### config.mk
export PLATFORM = sky130hd
export DESIGN_NAME = pipeline_hazard_ctrl
export DESIGN_NICKNAME = d
export VERILOG_FILES = /design/src/rtl/pipeline_hazard_ctrl.sv
export SDC_FILE = /design/constraint.sdc
export NUM_CORES = 1
export LEC_CHECK = 0
export BUFFER_PORTS_ARGS = -buffer_cell sky130_fd_sc_hd__buf_2
export CAP_MARGIN = 20
export CORE_MARGIN = 5
export CORE_UTILIZATION = 53
export DETAILED_ROUTE_END_ITERATION = 8
export GPL_ROUTABILITY_DRIVEN = 0
export MAX_ROUTING_LAYER = met4
export PLACE_DENSITY = 0.89
export SETUP_SLACK_MARGIN = 0.4
export SLEW_MARGIN = 0
export SYNTH_ARGS = -nofsm -noshare
export SYNTH_HDL_FRONTEND = slang
export SYNTH_SLANG_ARGS = --single-unit
export TNS_END_PERCENT = 50
### constraint.sdc
create_clock -name clk -period 2.7 [get_ports clk]
set_input_delay 0.27 -clock clk [delete_from_list [all_inputs] [get_ports clk]]
set_output_delay 0.27 -clock clk [all_outputs]
set_load 0.1 [all_outputs]
### src/rtl/pipeline_hazard_ctrl.sv
// Stall/flush sequencer for the 5-stage pipeline: load-use bubbles, taken-branch flushes,
// data-memory wait freezes with a timeout, and saturating performance counters.
module pipeline_hazard_ctrl #(
    parameter int CNT_W       = 16,
    parameter int MEM_TIMEOUT = 64
) (
    input  logic             clk,
    input  logic             reset_n,
    input  logic             memread_ID_EX,
    input  logic [4:0]       rd_ID_EX,
    input  logic [4:0]       rs1_IF_ID,
    input  logic [4:0]       rs2_IF_ID,
    input  logic             use_rs1,
    input  logic             use_rs2,
    input  logic             branch_EX_MEM,
    input  logic             z_flag_EX_MEM,
    input  logic             dmem_req,
    input  logic             dmem_ready,
    output logic             pc_write,
    output logic             if_id_write,
    output logic             if_id_flush,
    output logic             id_ex_flush,
    output logic             id_ex_hold,
    output logic             ex_mem_flush,
    output logic             ex_mem_hold,
    output logic             pc_sel_branch,
    output logic             mem_timeout,
    output logic [CNT_W-1:0] stall_cnt,
    output logic [CNT_W-1:0] flush_cnt,
    output logic [CNT_W-1:0] memwait_cnt,
    output logic [1:0]       fsm_state
);

    localparam int WC_W = $clog2(MEM_TIMEOUT + 1);
    localparam logic [WC_W-1:0] WC_MAX = WC_W'(MEM_TIMEOUT);
    localparam logic [CNT_W-1:0] CNT_MAX = {CNT_W{1'b1}};

    typedef enum logic [1:0] {
        RUN      = 2'd0,
        FLUSH    = 2'd1,
        MEM_WAIT = 2'd2
    } state_t;

    state_t          state, state_nxt;
    logic [WC_W-1:0] wait_cnt, wait_cnt_nxt;
    logic            inc_stall, inc_flush, inc_wait, set_timeout;
    logic            ev_taken, ev_wait, ev_lu;

    assign ev_taken  = branch_EX_MEM & z_flag_EX_MEM;
    assign ev_wait   = dmem_req & ~dmem_ready;
    assign ev_lu     = memread_ID_EX & (rd_ID_EX != 5'd0) &
                       ((use_rs1 & (rd_ID_EX == rs1_IF_ID)) | (use_rs2 & (rd_ID_EX == rs2_IF_ID)));
    assign fsm_state = state;

    always_comb begin
        state_nxt     = state;
        wait_cnt_nxt  = wait_cnt;
        inc_stall     = 1'b0;
        inc_flush     = 1'b0;
        inc_wait      = 1'b0;
        set_timeout   = 1'b0;
        pc_write      = 1'b1;
        if_id_write   = 1'b1;
        if_id_flush   = 1'b0;
        id_ex_flush   = 1'b0;
        id_ex_hold    = 1'b0;
        ex_mem_flush  = 1'b0;
        ex_mem_hold   = 1'b0;
        pc_sel_branch = 1'b0;
        case (state)
            RUN, FLUSH: begin
                state_nxt = RUN;
                // FLUSH ignores TAKEN and LU: the downstream stages only hold bubbles
                if (state == RUN && ev_taken) begin
                    pc_sel_branch = 1'b1;
                    if_id_flush   = 1'b1;
                    id_ex_flush   = 1'b1;
                    ex_mem_flush  = 1'b1;
                    inc_flush     = 1'b1;
                    state_nxt     = FLUSH;
                end else if (ev_wait) begin
                    pc_write     = 1'b0;
                    if_id_write  = 1'b0;
                    id_ex_hold   = 1'b1;
                    ex_mem_hold  = 1'b1;
                    inc_wait     = 1'b1;
                    wait_cnt_nxt = WC_W'(1);
                    state_nxt    = MEM_WAIT;
                end else if (state == RUN && ev_lu) begin
                    pc_write    = 1'b0;
                    if_id_write = 1'b0;
                    id_ex_flush = 1'b1;
                    inc_stall   = 1'b1;
                end
            end
            MEM_WAIT: begin
                if (ev_wait && wait_cnt != WC_MAX) begin
                    pc_write     = 1'b0;
                    if_id_write  = 1'b0;
                    id_ex_hold   = 1'b1;
                    ex_mem_hold  = 1'b1;
                    inc_wait     = 1'b1;
                    wait_cnt_nxt = wait_cnt + WC_W'(1);
                end else begin
                    state_nxt    = RUN;
                    wait_cnt_nxt = '0;
                    if (ev_wait) begin
                        set_timeout = 1'b1;
                    end else if (ev_lu) begin
                        pc_write    = 1'b0;
                        if_id_write = 1'b0;
                        id_ex_flush = 1'b1;
                        inc_stall   = 1'b1;
                    end
                end
            end
            default: state_nxt = RUN;
        endcase
        if (!reset_n) begin
            pc_write      = 1'b0;
            if_id_write   = 1'b0;
            if_id_flush   = 1'b1;
            id_ex_flush   = 1'b1;
            ex_mem_flush  = 1'b1;
            id_ex_hold    = 1'b0;
            ex_mem_hold   = 1'b0;
            pc_sel_branch = 1'b0;
        end
    end

    always_ff @(posedge clk) begin
        if (!reset_n) begin
            state       <= RUN;
            wait_cnt    <= '0;
            stall_cnt   <= '0;
            flush_cnt   <= '0;
            memwait_cnt <= '0;
            mem_timeout <= 1'b0;
        end else begin
            state       <= state_nxt;
            wait_cnt    <= wait_cnt_nxt;
            mem_timeout <= mem_timeout | set_timeout;
            if (inc_stall && stall_cnt != CNT_MAX)   stall_cnt   <= stall_cnt + 1'b1;
            if (inc_flush && flush_cnt != CNT_MAX)   flush_cnt   <= flush_cnt + 1'b1;
            if (inc_wait && memwait_cnt != CNT_MAX)  memwait_cnt <= memwait_cnt + 1'b1;
        end
    end

endmodule

## Word-level counts from Yosys, hierarchy flattened

Cells that the tools add are included.

- Add/sub/neg operators: 4
- Reduce and logical (&&, ||, !) cells: 11
- Eq/ne operators: 11
- Multiplexer cells: 37
- Bitwise operators: 9

Operators with widths:

| kind | number |
|---|---|
| $add A16 B1 Y16 const B | 3 |
| $ne A16 B16 Y1 const B | 3 |
| $mux W1 | 25 |
| $mux W7 | 3 |
| $pmux W7 S2 | 1 |
| $eq A5 B5 Y1 | 2 |
| $pmux W1 S2 | 4 |
| $add A7 B1 Y7 const B | 1 |
| $ne A7 B7 Y1 const B | 1 |
| $and A1 B1 Y1 | 6 |
| $logic_and A1 B1 Y1 | 6 |
| $mux W2 | 3 |
| $ne A2 B2 Y1 const B | 3 |
| $reduce_bool A5 Y1 | 1 |
| $pmux W2 S2 | 1 |
| $reduce_and A3 Y1 | 1 |
| $eq A2 B1 Y1 const B | 1 |
| $eq A2 B2 Y1 const B | 1 |
| $logic_not A2 Y1 | 1 |
| $or A1 B1 Y1 | 2 |
| $reduce_bool A2 Y1 | 1 |
| $reduce_or A2 Y1 | 1 |
| $not A1 Y1 | 1 |

- Bits in registers: 58
- Output and inout port bits: 59
- Input bits: 24

## Depth between registers and ports, before layout

Gate-level depths: netlist (run 1).

- Depth after elaboration: 10
- Gate-level depth with buffers: 10

## Least setup slack after synthesis (run 1)

No wires, ideal clock.

- Path kind: register to output
- Start point: reg state[1], in the netlist fsm_state[1]
- End point: out pc_write
- Slack: -1.469 ns
- Arrival time: 3.899 ns
- Data required time: 2.430 ns
- Cell stages (with the launch flop): 10
- Cells stage by stage: dfxtp_1 nor4bb_1 buf_2 nor2_1 o21ai_1 buf_2 buf_4 nand2_1 a31oi_1 buf_4

- Cells in the longest elaborated chain, start to end: 7

RTL lines:

| what | RTL line | text |
|---|---|---|
| from (decl) | 44 | `state_t state, state_nxt;` |
| from (signal assigned) | 140 | `state <= state_nxt;` |
| $logic_not A2 Y1 | - |  |
| $logic_and A1 B1 Y1 | 89 | `end else if (state == RUN && ev_lu) begin` |
| $mux W1 (3 in series) | - |  |
| $pmux W1 S2 (*) | - |  |
| $mux W1 (*) | - |  |
| to (decl) | 19 | `output logic pc_write,` |

Mark *: on every way between the ends. The rest lies on a longest branch, timed or not.

## Worst setup path in the final report (run 1)

- Start point: reg wait_cnt[5]
- End point: out if_id_write

- Cells in the longest elaborated chain, start to end: 5

RTL lines:

| what | RTL line | text |
|---|---|---|
| from (decl) | 45 | `logic [WC_W-1:0] wait_cnt, wait_cnt_nxt;` |
| from (signal assigned) | 141 | `wait_cnt <= wait_cnt_nxt;` |
| $ne A7 B7 Y1 | 97 | `if (ev_wait && wait_cnt != WC_MAX) begin` |
| $logic_and A1 B1 Y1 | 97 |  |
| $mux W1 | 97 |  |
| $pmux W1 S2 | 70 | `case (state)` |
| $mux W1 | 119 | `if (!reset_n) begin` |
| to (decl) | 20 | `output logic if_id_write,` |

No other way between the ends.

==> impl_metrics.tcl, run 1 <==
set metrics [dict create \
    status "finished clean" \
    swShare_pct 26.8 \
    design_area_sq_um 4070 \
    syn_avg_cell_area_sq_um 8.27 \
    synth_cells 390 \
    endpoint_kind "primary output" \
    p_int_mw 1.38 \
    antenna_cells 0 \
    hold_start "reset_n" \
    die-area_sq_um 7740 \
    place_ws_ns 0.394 \
    synth.ff_latch_count 58 \
    finalClockSkew_ns 0.00705 \
    cts_setup_buffers 0 \
    syn_area_sq_um 3220 \
    synth_top_cells_by_area "dfxtp_1 (36%), a21oi_1 (4.7%), xor2_1 (4.3%), nand3_1 (3.7%), nand4_1 (3.5%)" \
    max-slew-margin-rel_pct 43.0 \
    ys_types 53 \
    clk_latency_ns 0.34 \
    arrival_ns 1.99 \
    synth_edf_count 0 \
    wl_per_cell_um 15.4 \
    ctsHoldBuffers 0 \
    r2r-end "memwait_cnt[6]$_SDFFE_PN0P_" \
    area_growth_pct 26.1 \
    fp-row-count 28 \
    maxCapViolations 0 \
    p_leak_nw 1.59 \
    hold_depth 3 \
    grt_setup_unrepaired "true" \
    synth_flop_cell "dfxtp_1" \
    die_y_um 88.0 \
    numPortBuffers 82 \
    clock_tree.buffer_depth 2 \
    drc 0 \
    ioPinCount 83 \
    synth_top_area_share_pct 36.0 \
    track_usage_pct 22.7 \
    wl_mm 8.41 \
    p_clk_share_pct 41.0 \
    max-vdd-ir-drop_mv 0.347 \
    clock-sinks 58 \
    fin_ws_ns 0.443 \
    post-route-period-util_pct 83.6 \
    timing.final.crit_period_ns 2.26 \
    setup_viol 0 \
    crit_fanout 4 \
    synth_top_cell_by_area "dfxtp_1" \
    grt_max_degree 30 \
    first_pass_iters 5 \
    ff2ff_path_depth 7 \
    hp-class "in -> reg" \
    p_total_mw 1.88 \
    ys_warn_count 0 \
    final_nets 496 \
    power_frac_seq_pct 46.1 \
    ant_nets 0 \
    drv_slew 0 \
    tritoncts "yes" \
    viasPerCell 5.96 \
    holdPathEnd "flush_cnt[12]$_SDFFE_PN0P_" \
    synth_async_sr_flop_share_pct 0 \
    pwr-share-comb_pct 12.9 \
    ys_seq_area_share_pct 36.0 \
    grt_pass1_wl_mm 13.6 \
    whs_ns 0.428 \
    finalHoldViolCount 0 \
    tns_ns 0 \
    p_sw_mw 0.505 \
    r2r_start "wait_cnt[0]$_SDFFE_PN0P_" \
    tightest_slew_ns 0.847 \
    cts_buffers 9 \
    grt_pass1_vias 3005 \
    cp.required_ns 2.43 \
    vias 3258 \
    gr-total-overflow 0 \
    path_clk_slew_ns 0.06 \
    postPlaceCellArea_sq_um 3800 \
    crit_path_start_kind "flop" \
    root_buffer "clkbuf_8" \
    drive_above_1_share_pct 33.5 \
    fp.dieW_um 88.0 \
    drt_iter0_drc 129 \
    synthesis.nets 419 \
    power_density_nw_per_um2 464 \
    crit_type "reg -> out" \
    htree_levels 3 \
    core_sq_um 5920 \
    rrSetupSlack_ns 0.57 \
    hpwl_mm 6.05 \
    start_util_pct 54.5 \
    max_freq_mhz 443 \
    antenna_found_initial 0 \
]
-- cells by family after synthesis --
logic type,count (synthesis),share of synthesized area (%)
AOI/OAI and AO/OA,88,18.2
xor gates and xnor gates,20,5.43
adders and majority gates,5,1.94
buffers and inverters,31,4.42
DFF,58,36.0
muxes,8,2.48
and+or+nand+nor,180,31.5
-- critical path, stage by stage, from the launching register on --
cell and delay [ns]:
dfxtp_1 0.36, nor4_4 0.38, a21oi_2 0.14, o21ai_4 0.25, nand2_4 0.08, a31oi_4 0.23, buf_12 0.21
-- area by class of cell --
class                   count  area (sq um)
multi-input cells         301          2000
well taps                  75          93.8
flip-flops and latches     58          1210
fillers                   461          1860
clock inverters             3          40.0
inverters                   7          26.3
repair buffers             90           546
clock buffers              13           149
-- worst max path at each step --
stage	end	depth (start not counted)	startpoint
after floorplan	pc_write	9	fsm_state[0]$_SDFFE_PN0P_
after global placement	ex_mem_hold	8	wait_cnt[0]$_SDFFE_PN0P_
after detailed placement	memwait_cnt[14]$_SDFFE_PN0P_	7	wait_cnt[0]$_SDFFE_PN0P_
after CTS	ex_mem_hold	8	wait_cnt[0]$_SDFFE_PN0P_
after global routing	ex_mem_hold	8	wait_cnt[0]$_SDFFE_PN0P_
final	if_id_write	6	wait_cnt[5]$_SDFFE_PN0P_
-- Yosys cell counts, types with 11 or more instances --
master and n:
a21oi_1 30, xor2_1 16, dfxtp_1 58, nand2b_1 15, or4_1 12, nand3_1 24, o21ai_0 14, clkbuf_1 11
nor2_1 26, or3_1 14, o31ai_1 14, nand2_1 26, nand4_1 18
-- cells in the final DEF (no fill, tap or decap), drive strengths merged, types with 4 or more instances in the layout --
cell,n
xor2,16
xnor2,4
buf,89
a21oi,30
clkbuf,14
dfxtp,58
inv,7
and4,7
mux2i,8
nand2,26
o211ai,8
and2,5
or3,14
ha,5
nand2b,15
or4,12
nand4,18
o31ai,14
nor2,26
and3,10
nand3,24
o21ai,15
nor3,5
nor4,7
-- what timing repair did --
item | CTS | global route
gates resized for setup | 12 | 8
pin swaps | 0 | 4
endpoints found under the setup margin | 5 | 6
-- state kept, by name (all words and copies together), names as in the netlist --
| signal | count |
|---|---|
| memwait_cnt | 16 |
| stall_cnt | 16 |
| fsm_state | 2 |
| mem_timeout | 1 |
| wait_cnt | 7 |
| flush_cnt | 16 |
-- per-stage QoR --
stage                     cells  utilization, %
after global routing        547            68.7
after CTS                   547            68.2
final                       547            68.7
after global placement      531            64.2
after floorplan             390               -
after detailed placement    531            64.2
-- power groups by stage --
stage          sequential [mW]  combinational [mW]  clock, mW
3_5_place_dp             0.888               0.237          0
3_3_place_gp             0.887               0.233          0
2_1_floorplan            0.921               0.148          0
5_1_grt                  0.870               0.259      0.831
4_1_cts                  0.869               0.242      0.794
6_report                 0.869               0.243      0.772
-- metal layers --
metal | part of all wire, % | track usage, %
met1 | 43 | 26.3
met3 | 8.8 | 6.87
met4 | 1.5 | 8.79
met2 | 47 | 36.7
met5 | 0 | -
Power figures use the tool's default switching activity.
==> inputs of run 2 (changes only) <==
--- a/config.mk
+++ b/config.mk
@@ -8,11 +8,11 @@
 export BUFFER_PORTS_ARGS = -buffer_cell sky130_fd_sc_hd__buf_2
 export CAP_MARGIN = 20
 export CORE_MARGIN = 5
-export CORE_UTILIZATION = 53
+export CORE_UTILIZATION = 48
 export DETAILED_ROUTE_END_ITERATION = 8
 export GPL_ROUTABILITY_DRIVEN = 0
 export MAX_ROUTING_LAYER = met4
-export PLACE_DENSITY = 0.89
+export PLACE_DENSITY = 0.85
 export SETUP_SLACK_MARGIN = 0.4
 export SLEW_MARGIN = 0
 export SYNTH_ARGS = -nofsm -noshare
==> constraint.sdc (replaced) <==
create_clock -name clk -period 2.04 [get_ports clk]
set_input_delay 0.204 -clock clk [delete_from_list [all_inputs] [get_ports clk]]
set_output_delay 0.204 -clock clk [all_outputs]
set_load 0.1 [all_outputs]
==> run 2 against run 1 <==
Net effect:
- the run now ends with setup timing left
- worst hold slack worse by 0.19 ns
- highest routed layer unchanged
- largest cell class unchanged
- routed wire length rose by 62%
- first-iteration DRC count grew to 3.7 times the previous value
- utilization grew 15 points
- register-to-register slack got worse by 0.65 ns
- non-clock buffer count grew 48
- cell area is 33% higher
- worst setup slack got worse by 0.57 ns
- power up 56%
- clock skew up 0.00097 ns
- flip-flop and latch count unchanged
==> impl_metrics.tcl, run 2 (synthesis results as in run 1) <==
set metrics [dict create \
    status "finished, violations left" \
    violations "setup timing" \
    p_leak_nw 2.08 \
    hp-class "in -> reg" \
    final_nets 545 \
    grt_setup_unrepaired "true" \
    core_sq_um 6460 \
    endpoint_kind "primary output" \
    layoutNonFillerInstCount 598 \
    p_total_mw 2.94 \
    wl_per_cell_um 22.8 \
    ioPinCount 83 \
    setup_viol 10 \
    root_buffer "clkbuf_8" \
    cpPeakStageDelay_ns 0.38 \
    grt_pass1_wl_mm 16.8 \
    finalHoldViolCount 0 \
    drt_iter0_drc 479 \
    place_ws_ns -0.0227 \
    drive_above_1_share_pct 58.5 \
    fp-row-count 29 \
    max-vdd-ir-drop_mv 0.698 \
    die_y_um 92.0 \
    die-area_sq_um 8460 \
    area_growth_pct 67.7 \
    final_common_cell "buf_2" \
    vias 4034 \
    hpwl_mm 6.46 \
    maxCapViolations 0 \
    cts_buffers 9 \
    gr-total-overflow 0 \
    tritoncts "yes" \
    max-slew-margin-rel_pct 59.0 \
    grt_max_degree 34 \
    arrival_ns 1.97 \
    max_freq_mhz 461 \
    power_density_nw_per_um2 543 \
    finalClockSkew_ns 0.00802 \
    post-route-period-util_pct 106 \
    wl_mm 13.6 \
    crit_chain "nor4_4 > a21oi_4 > o21ai_4 > nand2_4 > a31oi_4 > buf_12" \
    grtUsageMet1_pct 27.4 \
    path_clk_slew_ns 0.07 \
    timing.final.crit_period_ns 2.17 \
    numPortBuffers 82 \
    first_pass_iters 5 \
    drv_slew 0 \
    crit_path_start_kind "flop" \
    start_util_pct 49.9 \
    crit_fanout 3 \
    antenna_found_initial 0 \
    grt_most_used_layer "met2" \
    ant_nets 0 \
    final_cell_mix "buf_2 (74), dfxtp_4 (48), buf_6 (27), buf_4 (27), nand2_1 (23)" \
    ctsHoldBuffers 0 \
    htree_levels 3 \
    top_regs "flush_cnt x16, memwait_cnt x16, stall_cnt x16" \
    clock-sinks 58 \
    fin_ws_ns -0.131 \
    clk_latency_ns 0.36 \
    drc 0 \
    final.fill_count 317 \
    antenna_cells 0 \
    grt_util_met2_pct 43.2 \
    crit_type "reg -> out" \
    track_usage_pct 25.2 \
    slowest_stage "nor4_4" \
    viasPerCell 6.75 \
    fp.dieW_um 92.0 \
    use_met3_pct 5.81 \
    grt_pass1_vias 3584 \
    clock_tree.buffer_depth 2 \
    place_inst 544 \
    regArea_sq_um 1350 \
    multi_input_area_sq_um 2620 \
    tightest_slew_ns 0.612 \
    cp.required_ns 1.84 \
]
==> run 2: worst max-delay path: cells and delay by family (launching register included) <==
kind | cells | cell delay, ns
buffers and inverters | 1 | 0.22
flip-flops | 1 | 0.36
AO/OA/AOI/OAI | 3 | 0.57
AND/OR/NAND/NOR | 2 | 0.46
==> run 2: through the flow <==
stage,hold WS (ns),TNS [ns],utilization [%],instance area (sq um)
2_1_floorplan,0.344,-0.993,-,3620
3_3_place_gp,0.448,0,64.7,4180
3_5_place_dp,0.473,-0.0227,64.7,4180
4_1_cts,0.244,-0.0518,74.3,4800
5_1_grt,0.269,-1.19,83.7,5410
6_report,0.240,-0.725,83.7,5410
==> run 2: path summary, 6_finish.rpt <==
| check | from | to | slack, ns | cells past startpoint |
|---|---|---|---|---|
| min | reset_n | flush_cnt[8]$_SDFFE_PN0P_ | 0.24 | 3 |
| min reg2reg | mem_timeout$_SDFF_PN0_ | mem_timeout$_SDFF_PN0_ | 0.49 | 2 |
| max reg2reg | wait_cnt[0]$_SDFFE_PN0P_ | memwait_cnt[0]$_SDFFE_PN0P_ | -0.08 | 11 |
| max | wait_cnt[5]$_SDFFE_PN0P_ | pc_write | -0.13 | 6 |
==> run 2: report_power, final <==
group	internal [mW]	switching, mW	leakage (nW)
combinational	0.191	0.313	1.45
clock	0.836	0.502	0.124
sequential	1.08	0.0140	0.509
==> run 2: layout make-up <==
cell class / count / area share [%]
flip-flops and latches: 58 / 24.9
multi-input cells: 302 / 48.4
clock buffers: 10 / 2.55
inverters: 7 / 0.486
well taps: 77 / 1.78
repair buffers: 138 / 19.9
clock inverters: 6 / 1.92
==> run 2: metal layers <==
layer | part of all wire, % | vias to the layer above
met5 | 0 | -
met4 | 4.4 | 0
met3 | 8.7 | 66
met2 | 50 | 276
met1 | 37 | 1960
li1 | - | 1732
==> run 2: what timing repair did <==
action | CTS | global route
buffers inserted | 15 | 21
resized for setup | 55 | 91
pin swaps | 36 | 85
cloned | 0 | 2
endpoints found under the setup margin | 50 | 63
==> inputs of run 3 (changes only) <==
--- a/config.mk
+++ b/config.mk
@@ -7,8 +7,10 @@
 export LEC_CHECK = 0
 export BUFFER_PORTS_ARGS = -buffer_cell sky130_fd_sc_hd__buf_2
 export CAP_MARGIN = 20
+export CELL_PAD_IN_SITES_DETAIL_PLACEMENT = 0
+export CELL_PAD_IN_SITES_GLOBAL_PLACEMENT = 1
 export CORE_MARGIN = 5
-export CORE_UTILIZATION = 48
+export CORE_UTILIZATION = 35
 export DETAILED_ROUTE_END_ITERATION = 8
 export GPL_ROUTABILITY_DRIVEN = 0
 export MAX_ROUTING_LAYER = met4
==> run 3 against run 2 <==
Net effect:
- the run still ends with setup timing left
- combinational power down 9.7%
- critical path type is now reg -> reg
- cell area fell by 2.9%
- worst setup slack improved by 0.036 ns
- flip-flop and latch count unchanged
- sequential share of layout area grew 0.73 points
- global-route usage decreased by 8.0 points
- largest cell class unchanged
==> impl_metrics.tcl, run 3 (synthesis results as in run 1) <==
set metrics [dict create \
    status "finished, violations left" \
    violations "setup timing" \
    wl_per_cell_um 16.5 \
    area_growth_pct 62.8 \
    drive_above_1_share_pct 55.3 \
    max-slew-margin-rel_pct 66.7 \
    grt_max_degree 30 \
    die_y_um 106 \
    finalClockSkew_ns 0.0122 \
    final_common_cell "buf_2" \
    top_regs "flush_cnt x16, memwait_cnt x16, stall_cnt x16" \
    fp-row-count 35 \
    max-vdd-ir-drop_mv 0.299 \
    clk_latency_ns 0.35 \
    place_ws_ns 0.0483 \
    tightest_slew_ns 0.502 \
    core_sq_um 9110 \
    ff2ff_path_depth 12 \
    clock-sinks 58 \
    wl_mm 10.3 \
    fin_util_pct 57.6 \
    power_density_nw_per_um2 467 \
    crit_path_start_kind "flop" \
    gr-total-overflow 0 \
    endpoint_kind "flop" \
    antenna_cells 0 \
    ctsHoldBuffers 0 \
    drc 0 \
    hpwl_mm 6.37 \
    finalHoldViolCount 0 \
    htree_levels 3 \
    path_clk_slew_ns 0.07 \
    post-route-period-util_pct 105 \
    cp.required_ns 2.31 \
    crit_fanout 6 \
    hp-class "in -> reg" \
    r2r-end "memwait_cnt[6]$_SDFFE_PN0P_" \
    p_leak_nw 2.00 \
    fp.dieW_um 106 \
    clock_tree.buffer_depth 2 \
    layoutNonFillerInstCount 626 \
    cp-endpoint "memwait_cnt[6]$_SDFFE_PN0P_" \
    die-area_sq_um 11200 \
    ioPinCount 83 \
    start_util_pct 35.4 \
    first_pass_iters 5 \
    antenna_found_initial 0 \
    root_buffer "clkbuf_8" \
    final_cell_mix "buf_2 (69), dfxtp_4 (47), buf_4 (39)" \
    viasPerCell 5.61 \
    tritoncts "yes" \
    cts_buffers 9 \
    grt_setup_unrepaired "true" \
    place_inst 578 \
    fin_ws_ns -0.0955 \
    final_nets 539 \
    ant_nets 0 \
    grt_pass1_vias 3272 \
    r2r_start "wait_cnt[1]$_SDFFE_PN0P_" \
    setup_viol 9 \
    grt_pass1_wl_mm 15.6 \
    max_freq_mhz 468 \
    vias 3509 \
    rrSetupSlack_ns -0.1 \
    drt_iter0_drc 158 \
    worstSetupStartpoint "wait_cnt[1]$_SDFFE_PN0P_" \
    final.fill_count 784 \
    arrival_ns 2.41 \
    crit_type "reg -> reg" \
    maxCapViolations 0 \
    timing.final.crit_period_ns 2.14 \
    track_usage_pct 17.2 \
    drv_slew 0 \
    numPortBuffers 82 \
]
## run 3: worst min-delay path by stage
stage / startpoint / to / cells past startpoint
global route: reset_n / wait_cnt[0]$_SDFFE_PN0P_ / 2
finish: reset_n / wait_cnt[0]$_SDFFE_PN0P_ / 2
detailed placement: flush_cnt[15]$_SDFFE_PN0P_ / flush_cnt[15]$_SDFFE_PN0P_ / 2
floorplan: reset_n / memwait_cnt[3]$_SDFFE_PN0P_ / 2
CTS: reset_n / wait_cnt[0]$_SDFFE_PN0P_ / 2
global placement: flush_cnt[15]$_SDFFE_PN0P_ / flush_cnt[15]$_SDFFE_PN0P_ / 2
## run 3: cell type report
class                      count  area [sq um]  share of cell area [%]
clock buffer                  13           139                    2.65
clock inverter                 3          17.5                   0.334
inverter                       7          26.3                   0.500
multi-input combinational    301          2550                    48.5
sequential                    58          1350                    25.7
tap                          111           139                    2.65
timing repair buffer         133          1030                    19.7
## run 3: report_power, final
part	internal (mW)	total (mW)	leakage, nW	switching, mW
Combinational	0.171	0.456	1.42	0.285
Sequential	1.08	1.10	0.509	0.0127
Clock	0.438	0.902	0.0774	0.464
Total	1.69	2.45	2.00	0.762
## run 3: through the flow
step | total power, mW | area (sq um) | setup TNS, ns | hold slack (ns)
finish | 2.45 | 5250 | -0.774 | 0.243
global route | 2.56 | 5250 | -1.43 | 0.246
CTS | 2.42 | 4700 | -0.650 | 0.241
detailed placement | 1.48 | 4260 | 0 | 0.471
global placement | 1.48 | 4260 | 0 | 0.468
floorplan | 1.38 | 3620 | -0.993 | 0.344
## run 3: routing by layer
metal,vias up,part of all wire (%),GRT usage [%]
li1,1712,-,-
met1,1688,43,20.2
met2,100,51,29.5
met3,9,5.0,3.76
met4,0,0.90,5.64
met5,-,0,-
## run 3: critical path: stages, from the launching register on
cell and delay [ns]:
dfxtp_2 0.34, inv_2 0.05, ha_4 0.15, and2_4 0.17
a21oi_4 0.16, buf_4 0.13, buf_4 0.09, buf_4 0.09
buf_4 0.10, o2111ai_4 0.14, buf_6 0.18, or3_4 0.36
a21oi_2 0.11
## run 3: timing repair
item | 4_1_cts | 5_1_grt
gates cloned | 1 | 3
resized for setup | 36 | 80
pin swaps | 30 | 82
setup endpoints to repair | 52 | 61
buffers inserted | 14 | 14
